==> src/rtl/basilisk_writeback_arbiter_pkg.sv <==
// Shared types and constants for the Basilisk writeback merge stage.
// Optional feature macro: BASILISK_WRITEBACK_BYPASS_EN (see top module).
package basilisk_writeback_arbiter_pkg;

  localparam int BASILISK_WRITEBACK_CHANNELS = 6;
  localparam int REG_W = 5;
  localparam int OFF_W = 3;
  localparam int VAL_W = 32;

  typedef enum logic [2:0] {
    ADD     = 3'd0,
    MULT    = 3'd1,
    DIVIDE  = 3'd2,
    SQRT    = 3'd3,
    CONVERT = 3'd4,
    MEMORY  = 3'd5
  } basilisk_writeback_channel_t;

  typedef struct packed {
    logic [REG_W-1:0] reg_addr;
    logic [OFF_W-1:0] offset;
    logic [VAL_W-1:0] value;
  } basilisk_writeback_result_t;

  // Channel index width, never below one bit.
  function automatic int chan_width(input int n);
    return (n > 1) ? $clog2(n) : 1;
  endfunction

endpackage

==> src/rtl/basilisk_writeback_arbiter_if.sv <==
// Producer-side and register-file-side signals of the writeback merge stage.
// slave = the arbiter, master = the surrounding environment.
interface basilisk_writeback_arbiter_if
  import basilisk_writeback_arbiter_pkg::*;
#(
  parameter int CHANNELS = BASILISK_WRITEBACK_CHANNELS
) ();

  localparam int CW = chan_width(CHANNELS);

  logic [CHANNELS-1:0]                       in_valid;
  logic [CHANNELS-1:0]                       in_ready;
  basilisk_writeback_result_t [CHANNELS-1:0] in_data;
  logic                                      out_valid;
  logic                                      out_ready;
  basilisk_writeback_result_t                out_data;
  logic [CW-1:0]                             out_channel;

  modport slave (
    input  in_valid, in_data, out_ready,
    output in_ready, out_valid, out_data, out_channel
  );

  modport master (
    output in_valid, in_data, out_ready,
    input  in_ready, out_valid, out_data, out_channel
  );

endinterface

==> src/rtl/basilisk_writeback_arbiter_fifo.sv <==
// Per-channel result FIFO; ready comes from the registered count only, so a
// pop never re-opens the input in the same cycle.
module basilisk_result_fifo
  import basilisk_writeback_arbiter_pkg::*;
#(
  parameter int  DEPTH = 2,
  parameter type T     = basilisk_writeback_result_t
) (
  input  logic clk,
  input  logic rst,
  input  logic push,
  input  T     push_data,
  input  logic pop,
  output T     head,
  output logic empty,
  output logic ready
);

  localparam int AW = $clog2(DEPTH);

  T               mem [DEPTH];
  logic [AW-1:0]  wr_ptr, rd_ptr;
  logic [AW:0]    count;

  assign empty = (count == '0);
  assign ready = (count != (AW+1)'(DEPTH));
  assign head  = mem[rd_ptr];

  always_ff @(posedge clk or posedge rst) begin
    if (rst) begin
      wr_ptr <= '0;
      rd_ptr <= '0;
      count  <= '0;
    end else begin
      if (push) wr_ptr <= wr_ptr + 1'b1;
      if (pop)  rd_ptr <= rd_ptr + 1'b1;
      count <= count + {{AW{1'b0}}, push} - {{AW{1'b0}}, pop};
    end
  end

  // Storage needs no reset: count gates every read.
  always_ff @(posedge clk) begin
    if (push) mem[wr_ptr] <= push_data;
  end

endmodule

==> src/rtl/basilisk_writeback_arbiter.sv <==
// N-channel round-robin merge of execution-unit results into one registered
// writeback stream. BASILISK_WRITEBACK_BYPASS_EN lets an empty channel skip its FIFO.
module basilisk_writeback_arbiter
  import basilisk_writeback_arbiter_pkg::*;
#(
  parameter int CHANNELS = BASILISK_WRITEBACK_CHANNELS,
  parameter int DEPTH    = 2
) (
  input logic clk,
  input logic rst,
  basilisk_writeback_arbiter_if.slave bus
);

  localparam int CW = chan_width(CHANNELS);

  logic [CHANNELS-1:0]                       empty, ready, push, pop, req;
  basilisk_writeback_result_t [CHANNELS-1:0] head;
  basilisk_writeback_result_t                sel;
  logic [CW-1:0]                             rr_ptr, gnt, gnt_next;
  logic [CW:0]                               idx;
  logic                                      found, load, take;

  assign bus.in_ready = ready;
  assign load = ~bus.out_valid | bus.out_ready;
  assign take = load & found;
  assign gnt_next = (gnt == CW'(CHANNELS-1)) ? '0 : gnt + 1'b1;

`ifdef BASILISK_WRITEBACK_BYPASS_EN
  logic bypass;
  assign req    = ~empty | bus.in_valid;
  assign bypass = empty[gnt];
  assign sel    = bypass ? bus.in_data[gnt] : head[gnt];
`else
  assign req = ~empty;
  assign sel = head[gnt];
`endif

  // First requester at or after rr_ptr, wrapping.
  always_comb begin
    found = 1'b0;
    gnt   = '0;
    idx   = '0;
    for (int off = 0; off < CHANNELS; off++) begin
      idx = {1'b0, rr_ptr} + (CW+1)'(off);
      if (idx >= (CW+1)'(CHANNELS)) idx = idx - (CW+1)'(CHANNELS);
      if (!found && req[idx[CW-1:0]]) begin
        found = 1'b1;
        gnt   = idx[CW-1:0];
      end
    end
  end

  for (genvar g = 0; g < CHANNELS; g++) begin : g_ch
    assign pop[g] = take & (gnt == CW'(g)) & ~empty[g];
`ifdef BASILISK_WRITEBACK_BYPASS_EN
    assign push[g] = bus.in_valid[g] & ready[g] & ~(take & bypass & (gnt == CW'(g)));
`else
    assign push[g] = bus.in_valid[g] & ready[g];
`endif

    basilisk_result_fifo #(
      .DEPTH (DEPTH),
      .T     (basilisk_writeback_result_t)
    ) u_fifo (
      .clk       (clk),
      .rst       (rst),
      .push      (push[g]),
      .push_data (bus.in_data[g]),
      .pop       (pop[g]),
      .head      (head[g]),
      .empty     (empty[g]),
      .ready     (ready[g])
    );
  end

  always_ff @(posedge clk or posedge rst) begin
    if (rst) begin
      bus.out_valid   <= 1'b0;
      bus.out_data    <= '0;
      bus.out_channel <= '0;
      rr_ptr          <= '0;
    end else if (load) begin
      bus.out_valid <= found;
      if (found) begin
        bus.out_data    <= sel;
        bus.out_channel <= gnt;
        rr_ptr          <= gnt_next;
      end
    end
  end

endmodule

==> src/flat_wrapper.sv <==
// flat-port wrapper written by rule: the top's interface ports become plain ports
module basilisk_writeback_arbiter_flat import basilisk_writeback_arbiter_pkg::*;
#(
  parameter int CHANNELS = BASILISK_WRITEBACK_CHANNELS,
  parameter int DEPTH    = 2
)
  (clk, rst, bus_in_valid, bus_in_data, bus_out_ready, bus_in_ready, bus_out_valid, bus_out_data, bus_out_channel);
  basilisk_writeback_arbiter_if #(.CHANNELS(CHANNELS)) bus_i ();
  input logic clk;
  input logic rst;
  input wire logic [$bits(bus_i.in_valid)-1:0] bus_in_valid;
  input wire logic [$bits(bus_i.in_data)-1:0] bus_in_data;
  input wire logic [$bits(bus_i.out_ready)-1:0] bus_out_ready;
  output wire logic [$bits(bus_i.in_ready)-1:0] bus_in_ready;
  output wire logic [$bits(bus_i.out_valid)-1:0] bus_out_valid;
  output wire logic [$bits(bus_i.out_data)-1:0] bus_out_data;
  output wire logic [$bits(bus_i.out_channel)-1:0] bus_out_channel;
  assign bus_i.in_valid = bus_in_valid;
  assign bus_i.in_data = bus_in_data;
  assign bus_i.out_ready = bus_out_ready;
  assign bus_in_ready = bus_i.in_ready;
  assign bus_out_valid = bus_i.out_valid;
  assign bus_out_data = bus_i.out_data;
  assign bus_out_channel = bus_i.out_channel;
  basilisk_writeback_arbiter #(.CHANNELS(CHANNELS), .DEPTH(DEPTH)) u_core (.clk(clk), .rst(rst), .bus(bus_i));
endmodule
==> config.mk <==
export PLATFORM = sky130hd
export DESIGN_NAME = basilisk_writeback_arbiter_flat
export DESIGN_NICKNAME = d
export VERILOG_FILES = /design/src/rtl/basilisk_writeback_arbiter_pkg.sv /design/src/rtl/basilisk_writeback_arbiter_if.sv /design/src/rtl/basilisk_writeback_arbiter_fifo.sv /design/src/rtl/basilisk_writeback_arbiter.sv /design/src/flat_wrapper.sv
export SDC_FILE = /design/constraint.sdc
export NUM_CORES = 1
export LEC_CHECK = 0
export CORE_AREA = 2 2 156 310
export DETAILED_ROUTE_END_ITERATION = 8
export DIE_AREA = 0 0 158 312
export HOLD_SLACK_MARGIN = 0.03
export PLACE_DENSITY = 0.72
export SKIP_LAST_GASP = 1
export SYNTH_ARGS = -nofsm -noshare
export SYNTH_HDL_FRONTEND = slang
export SYNTH_SLANG_ARGS = --single-unit
==> constraint.sdc <==
create_clock -name clk -period 7.4 [get_ports clk]
set_input_delay 0.74 -clock clk [delete_from_list [all_inputs] [get_ports clk]]
set_output_delay 0.74 -clock clk [all_outputs]
set_load 0.1 [all_outputs]
-- Word level (Yosys, flattened, before mapping)
Memory sizes are Yosys's and may differ from the RTL's.
Index checks and enable logic that the tools add are counted.
- flip-flop bits (word level): 71
- latch bits: 0
- bits in writable memories: 480
- ROM bits: 0
- output and inout port bits: 50
- memories kept: 6
- memories (name ; depth ; width ; read ports ; clocked after memory_dff ; wr ports ; RTL line ; RTL):
    u_core.g_ch[0].u_fifo.mem ; 2 ; 40 ; 1 ; 0 ; 1 ; basilisk_writeback_arbiter_fifo.sv:21 ; T mem [DEPTH];
    u_core.g_ch[1].u_fifo.mem ; 2 ; 40 ; 1 ; 0 ; 1 ; basilisk_writeback_arbiter_fifo.sv:21 ;
    u_core.g_ch[2].u_fifo.mem ; 2 ; 40 ; 1 ; 0 ; 1 ; basilisk_writeback_arbiter_fifo.sv:21 ;
    u_core.g_ch[3].u_fifo.mem ; 2 ; 40 ; 1 ; 0 ; 1 ; basilisk_writeback_arbiter_fifo.sv:21 ;
    u_core.g_ch[4].u_fifo.mem ; 2 ; 40 ; 1 ; 0 ; 1 ; basilisk_writeback_arbiter_fifo.sv:21 ;
    u_core.g_ch[5].u_fifo.mem ; 2 ; 40 ; 1 ; 0 ; 1 ; basilisk_writeback_arbiter_fifo.sv:21 ;
- $add $sub $neg: 36
- multiply operators: 0
- div/mod/pow operators: 0
- order comparisons: 13
- equality and inequality tests: 11
- shifts and indexed selects: 0
- muxes and demuxes: 45
- bitwise operators: 28
- reduce and logical (&&, ||, !) cells: 18
- operator list (kind ; number):
    40-bit binary-select mux with 3-bit select ; 1
    40-bit 2-to-1 mux ; 1
    3-bit 2-to-1 mux ; 13
    3-bit by 4-bit less-than comparator with 1-bit output (second input constant) ; 7
    1-bit 2-to-1 mux ; 24
    4-bit by 3-bit greater-or-equal comparator with 1-bit output (second input constant) ; 5
    1-bit bitwise AND ; 19
    1-bit binary-select mux with 3-bit select ; 6
    3-bit subtractor (second input constant) ; 6
    1-bit adder (second input constant) ; 12
    2-bit by 1-bit adder with 2-bit output ; 6
    2-bit zero test ; 6
    2-bit inequality test (second input constant) ; 6
    2-bit by 1-bit subtractor with 2-bit output ; 6
    3-bit by 2-bit adder with 4-bit output (second input constant) ; 2
    3-bit by 3-bit adder with 4-bit output (second input constant) ; 2
    1-bit inverter ; 7
    3-bit by 2-bit equality test with 1-bit output (second input constant) ; 2
    3-bit equality test (second input constant) ; 2
    6-bit inverter ; 1
    1-bit logical AND ; 5
    1-bit zero test ; 5
    3-bit by 1-bit adder with 4-bit output (second input constant) ; 1
    3-bit by 1-bit adder with 3-bit output (second input constant) ; 1
    5 further kinds ; 5

-- Longest topological paths before layout
- depth in word-level cells: 24
- gate-level depth with buffers: 23
- gate-level depth less buffers: 18

-- Cells and area by module
A second synthesis with hierarchy kept.
- cells, all modules: 1340
- area total of the unflattened synthesis: 24218.2 um^2
- modules (own cells, without submodules) (module ; instances ; cells an instance ; area an instance (um^2) ; sequential area each (um^2)):
    basilisk_result_fifo ; 6 ; 141 ; 3290.7 ; 2502.4
    basilisk_writeback_arbiter ; 1 ; 494 ; 4474.3 ; 1176.1

-- Least setup slack after synthesis
OpenSTA, ideal clock, no wires.
- path kind: register to register
- start: register u_core.rr_ptr[2]
- end: register u_core.g_ch[3].u_fifo.count[1]
- library setup time: 124 ps
- arrival time: 4074 ps
- data required time: 7276 ps
- path slack: 3202 ps
- stages on the path, launching flop included: 22
- path buffers: 3
- period minus slack after synthesis: 4198 ps
- path through: dfrtp_1 -> buf_2 -> inv_1 -> ha_1 -> clkbuf_1 -> mux2_2 -> a2111oi_0 -> or3_4 -> nor2_4 -> nand2_1 -> o41a_1 -> nand2_1 -> clkbuf_1 -> nor2_1 -> ha_1 -> o21ai_0 -> nor2_1 -> ha_1 -> inv_1 -> ha_1 -> xnor2_1 -> xnor2_1
- word-level cells in the longest chain between the ends: 24
- elaborated cells between the ends (all ways): 62
- ends and longest elaborated chain (what ; RTL line ; RTL):
    start: declaration ; basilisk_writeback_arbiter.sv:19 ; logic [CW-1:0] rr_ptr, gnt, gnt_next;
    start signal: assignment ; basilisk_writeback_arbiter.sv:87 ; rr_ptr <= gnt_next;
    branches (longest 21 deep; another with 3-bit by 1-bit adder with 4-bit output) ; - ;
    1-bit bitwise AND * (2 in a row) ; basilisk_writeback_arbiter.sv:54 ; assign pop[g] = take & (gnt == CW'(g)) & ~empty[g];
    net u_core.g_ch[3].u_fifo.pop ; basilisk_writeback_arbiter_fifo.sv:13 ; input logic pop,
    2-bit by 1-bit subtractor with 2-bit output * ; basilisk_writeback_arbiter_fifo.sv:37 ; count <= count + {{AW{1'b0}}, push} - {{AW{1'b0}}, pop};
    end signal: assignment ; basilisk_writeback_arbiter_fifo.sv:37 ;
    end: declaration ; basilisk_writeback_arbiter_fifo.sv:23 ; logic [AW:0] count;
Mark *: on every way through the listed nets, which the timed path passes. The select of a mux whose other input is x is not followed.
A chain may end at the register's enable or synchronous reset.

-- Worst setup path after layout
- start: register u_core.rr_ptr[2]
- end: register u_core.g_ch[1].u_fifo.count[1]
- word-level cells in the longest chain between the ends: 24
- elaborated cells between the ends (all ways): 62
- ends and longest elaborated chain (what ; RTL line):
    branches (longest 21 deep; another with 3-bit by 1-bit adder with 4-bit output) ; -
    1-bit bitwise AND * (2 in a row) ; basilisk_writeback_arbiter.sv:54
    net u_core.g_ch[1].u_fifo.pop ; basilisk_writeback_arbiter_fifo.sv:13
    2-bit by 1-bit subtractor with 2-bit output * ; basilisk_writeback_arbiter_fifo.sv:37
    end signal: assignment ; basilisk_writeback_arbiter_fifo.sv:37
    end: declaration ; basilisk_writeback_arbiter_fifo.sv:23
Marks and branches as above.

==> impl_metrics.yaml <==
placed_design:
  hpwl_mm: 49.1
  pre_cts_ws_ns: 1.53
  routabilityCongestion: 0.979
  io_buffers: 298
  place_area_mm2: 0.0267
detailed_routing:
  wire_per_inst_um: 29.0
  dr.pass1.iters: 5
  wirelength_mm: 69.0
  remaining_drc_errors: 0
  vias: 14100
  via_per_inst: 5.91
  antenna_left: 0
  drt_iter0_drc: 1040
sta:
  fin_skew_ns: 0.0229
  setup_slack_ns: 1.47
  rsz0062_at_grt: "false"
  slew_headroom_pct: 16.1
  post-route-period-util_pct: 80.1
  clock.fmax_mhz: 169
  tightest_slew_ns: 1.26
  finalHoldViolations: 0
  setup_violations: 0
  layout_min_cycle_time_ns: 5.93
  tns_ns: 0
  drv_slew: 0
synth:
  synthArstFlopShare_pct: 12.9
  yosysUniqueCellTypes: 70
  syn_avg_cell_area_um2: 16.0
  synthTopCellsByArea: "edfxtp_1 62%, dfrtp_1 7.7%, mux2i_1 5.1%, a211oi_1 3.5%, mux2_2 2.5%"
  synthFlopType: "edfxtp_1"
  yosysTopAreaCell: "edfxtp_1"
  synthesis.instances: 1446
  synth_edf_count: 480
  synth-seq-cells: 551
  syn-cell-area_mm2: 0.0231
  synth-xor-area-share_pct: 1.17
  synth_compound_area_share_pct: 11.7
  synth_top_area_share_pct: 62.3
  synth_top_family_by_area: "compound AO/OA/AOI/OAI gates"
  synth_fa_ha_area_share_pct: 1.19
  synth_warnings: 0
  syn-num-nets: 1717
  ys_seq_area_share_pct: 70.0
  synthMuxAreaShare_pct: 7.60
  synthSimpleGateAreaFrac_pct: 5.60
cells_and_area:
  fillers: 3623
  syn2layout_area_growth_pct: 22.1
  finalInstanceArea_mm2: 0.0282
  final_cell_mix: "480 x edfxtp_1, 298 x clkdlybuf4s50_1, 117 x mux2i_1"
  nets: 1986
  final_core_util_pct: 60.3
  seq_area_mm2: 0.0162
  drive_gt1_share_pct: 12.3
  multi_input_area_mm2: 0.00641
  layout_commonest_cell: "edfxtp_1"
critical_path:
  cp.required_ns: 7.89
  crit_fanout: 46
  cp_slowest_stage_delay_ns: 0.96
  r2r_cells: 15
  crit_type: "reg -> reg"
  reg2reg_from: "u_core.rr_ptr[2]"
  cp-startpoint: "u_core.rr_ptr[2]"
  cpMostUsedCell: "ha_1"
  cp.arrival_ns: 6.42
  slowest_stage: "nand2_2"
  cp-start-kind: "register"
  worstSetupEndpointType: "register"
  worstPathCellList: "inv_1 -> ha_1 -> mux2_2 -> a2111oi_0 -> or3_4 -> nor2_4 -> nand2_1 -> a311o_2 -> nand2_2 -> and3_1 -> ha_1 -> inv_1 -> ha_1 -> xnor2_1 -> xnor2_1"
clocking:
  cts_tree: "built"
  root_buffer: "clkbuf_16"
  cts_hold_buf: 0
  cts_inserted_buffers: 46
  clkSinkCount: 551
  post_cts_buffers: 0
  clock_path_buffers: 3
  clk-insertion-delay-late_ns: 0.57
  post_cts_resized: 0
  clk_pin_slew_ns: 0.07
  cts_max_level: 2
worst_hold_path:
  hold_class: "in -> async"
global_route:
  grt_pass1_vias: 15000
  grt_pass1_wl_mm: 97.2
  antenna_found_initial: 8
  gr-usage-all-layers_pct: 27.9
  grt_max_degree: 64
  overflow: 0
die:
  die_h_um: 312
  pin_count: 299
  die_w_um: 158
  initial_utilization_pct: 49.4
  core-area_mm2: 0.0468
  rows: 112
  dieArea_mm2: 0.0493
outcome:
  status: "completed"
flow_run:
  drv_cap: 0
[path summary, 6_finish.rpt]
kind / endpoint / slack, ns
min in group clk: u_core.bus.out_data[38] / 0.50
min: u_core.g_ch[4].u_fifo.count[0] / 0.40
min reg2reg: u_core.bus.out_data[38] / 0.50
max reg2reg: u_core.g_ch[1].u_fifo.count[1] / 1.47
max: u_core.g_ch[1].u_fifo.count[1] / 1.47
max in group asynchronous: u_core.g_ch[2].u_fifo.rd_ptr / 5.80
[layer usage]
metal | up-vias | GRT usage (%) | wire, um
li1 | 6310 | - | -
met1 | 7024 | 27.6 | 22200
met2 | 560 | 53.4 | 38300
met3 | 160 | 4.80 | 3950
met4 | 12 | 15.4 | 4510
met5 | - | 0 | 86
[layout make-up]
type	instances	share of cell area (%)
repair buffers	326	11.3
inverters	33	0.443
well taps	627	2.78
flip-flops and latches	551	57.4
clock inverters	23	0.891
diodes	3	0.0266
clock buffers	61	4.46
multi-input cells	757	22.7
[synth_stat cells (3+ instances only)]
cell type and n:
buf_1 3, and3_1 11, nor3_1 52, inv_1 31, buf_6 6, a21o_1 3
or3_1 5, a21oi_1 7, o21ai_0 19, nor2_1 20, a221oi_2 35, nand3_1 7
o211ai_1 8, buf_2 21, a221oi_1 41, nand2b_1 3, mux2i_1 117, mux2_2 52
a2111o_1 35, and2_1 4, nand4_1 3, ha_1 22, o21ai_1 7, buf_4 8
xnor2_1 24, nor3b_1 6, a211oi_1 107, o2111ai_1 6, edfxtp_1 480, o32a_1 5
or2_2 3, nor2b_1 78, nor4_1 4, nand2_1 26, dfrtp_1 71, xor2_1 7
clkbuf_1 67
[flip-flops by register name (all words and copies together) (netlist names)]
signal,count
u_core.g_ch.u_fifo.mem,480
u_core.bus.out_data,40
u_core.g_ch.u_fifo.count,12
u_core.g_ch.u_fifo.rd_ptr,6
u_core.g_ch.u_fifo.wr_ptr,6
u_core.bus.out_channel,3
u_core.rr_ptr,3
u_core.bus.out_valid,1
[cells by family (layout without fill, tap and decap cells)]
group	count (synthesis)	count (layout)
xor gates and xnor gates	31	31
DFF	551	551
AOI/OAI and AO/OA	303	303
adders and majority gates	22	22
other	0	3
buffers and inverters	138	443
muxes	169	169
and+or+nand+nor	232	232
[critical path, delay by kind of cell, from the launching register on]
| family | cells | cell delay, ns |
|---|---|---|
| simple gates | 5 | 2.02 |
| flops | 1 | 0.67 |
| xor+xnor | 2 | 0.31 |
| fa+ha+maj | 3 | 0.90 |
| compound gates | 2 | 1.38 |
| buf+inv | 2 | 0.22 |
| mux | 1 | 0.32 |
[stage by stage]
stage / instances / hold slack (ns)
2_1_floorplan: 1446 / 0.461
3_3_place_gp: 2294 / 0.475
3_5_place_dp: 2294 / 0.487
4_1_cts: 2378 / 0.394
5_1_grt: 2379 / 0.416
6_report: 2381 / 0.397
Power is left out: the tool's default activity adds up to more than one toggle a clock period on the data nets, which glitch-free logic cannot reach.
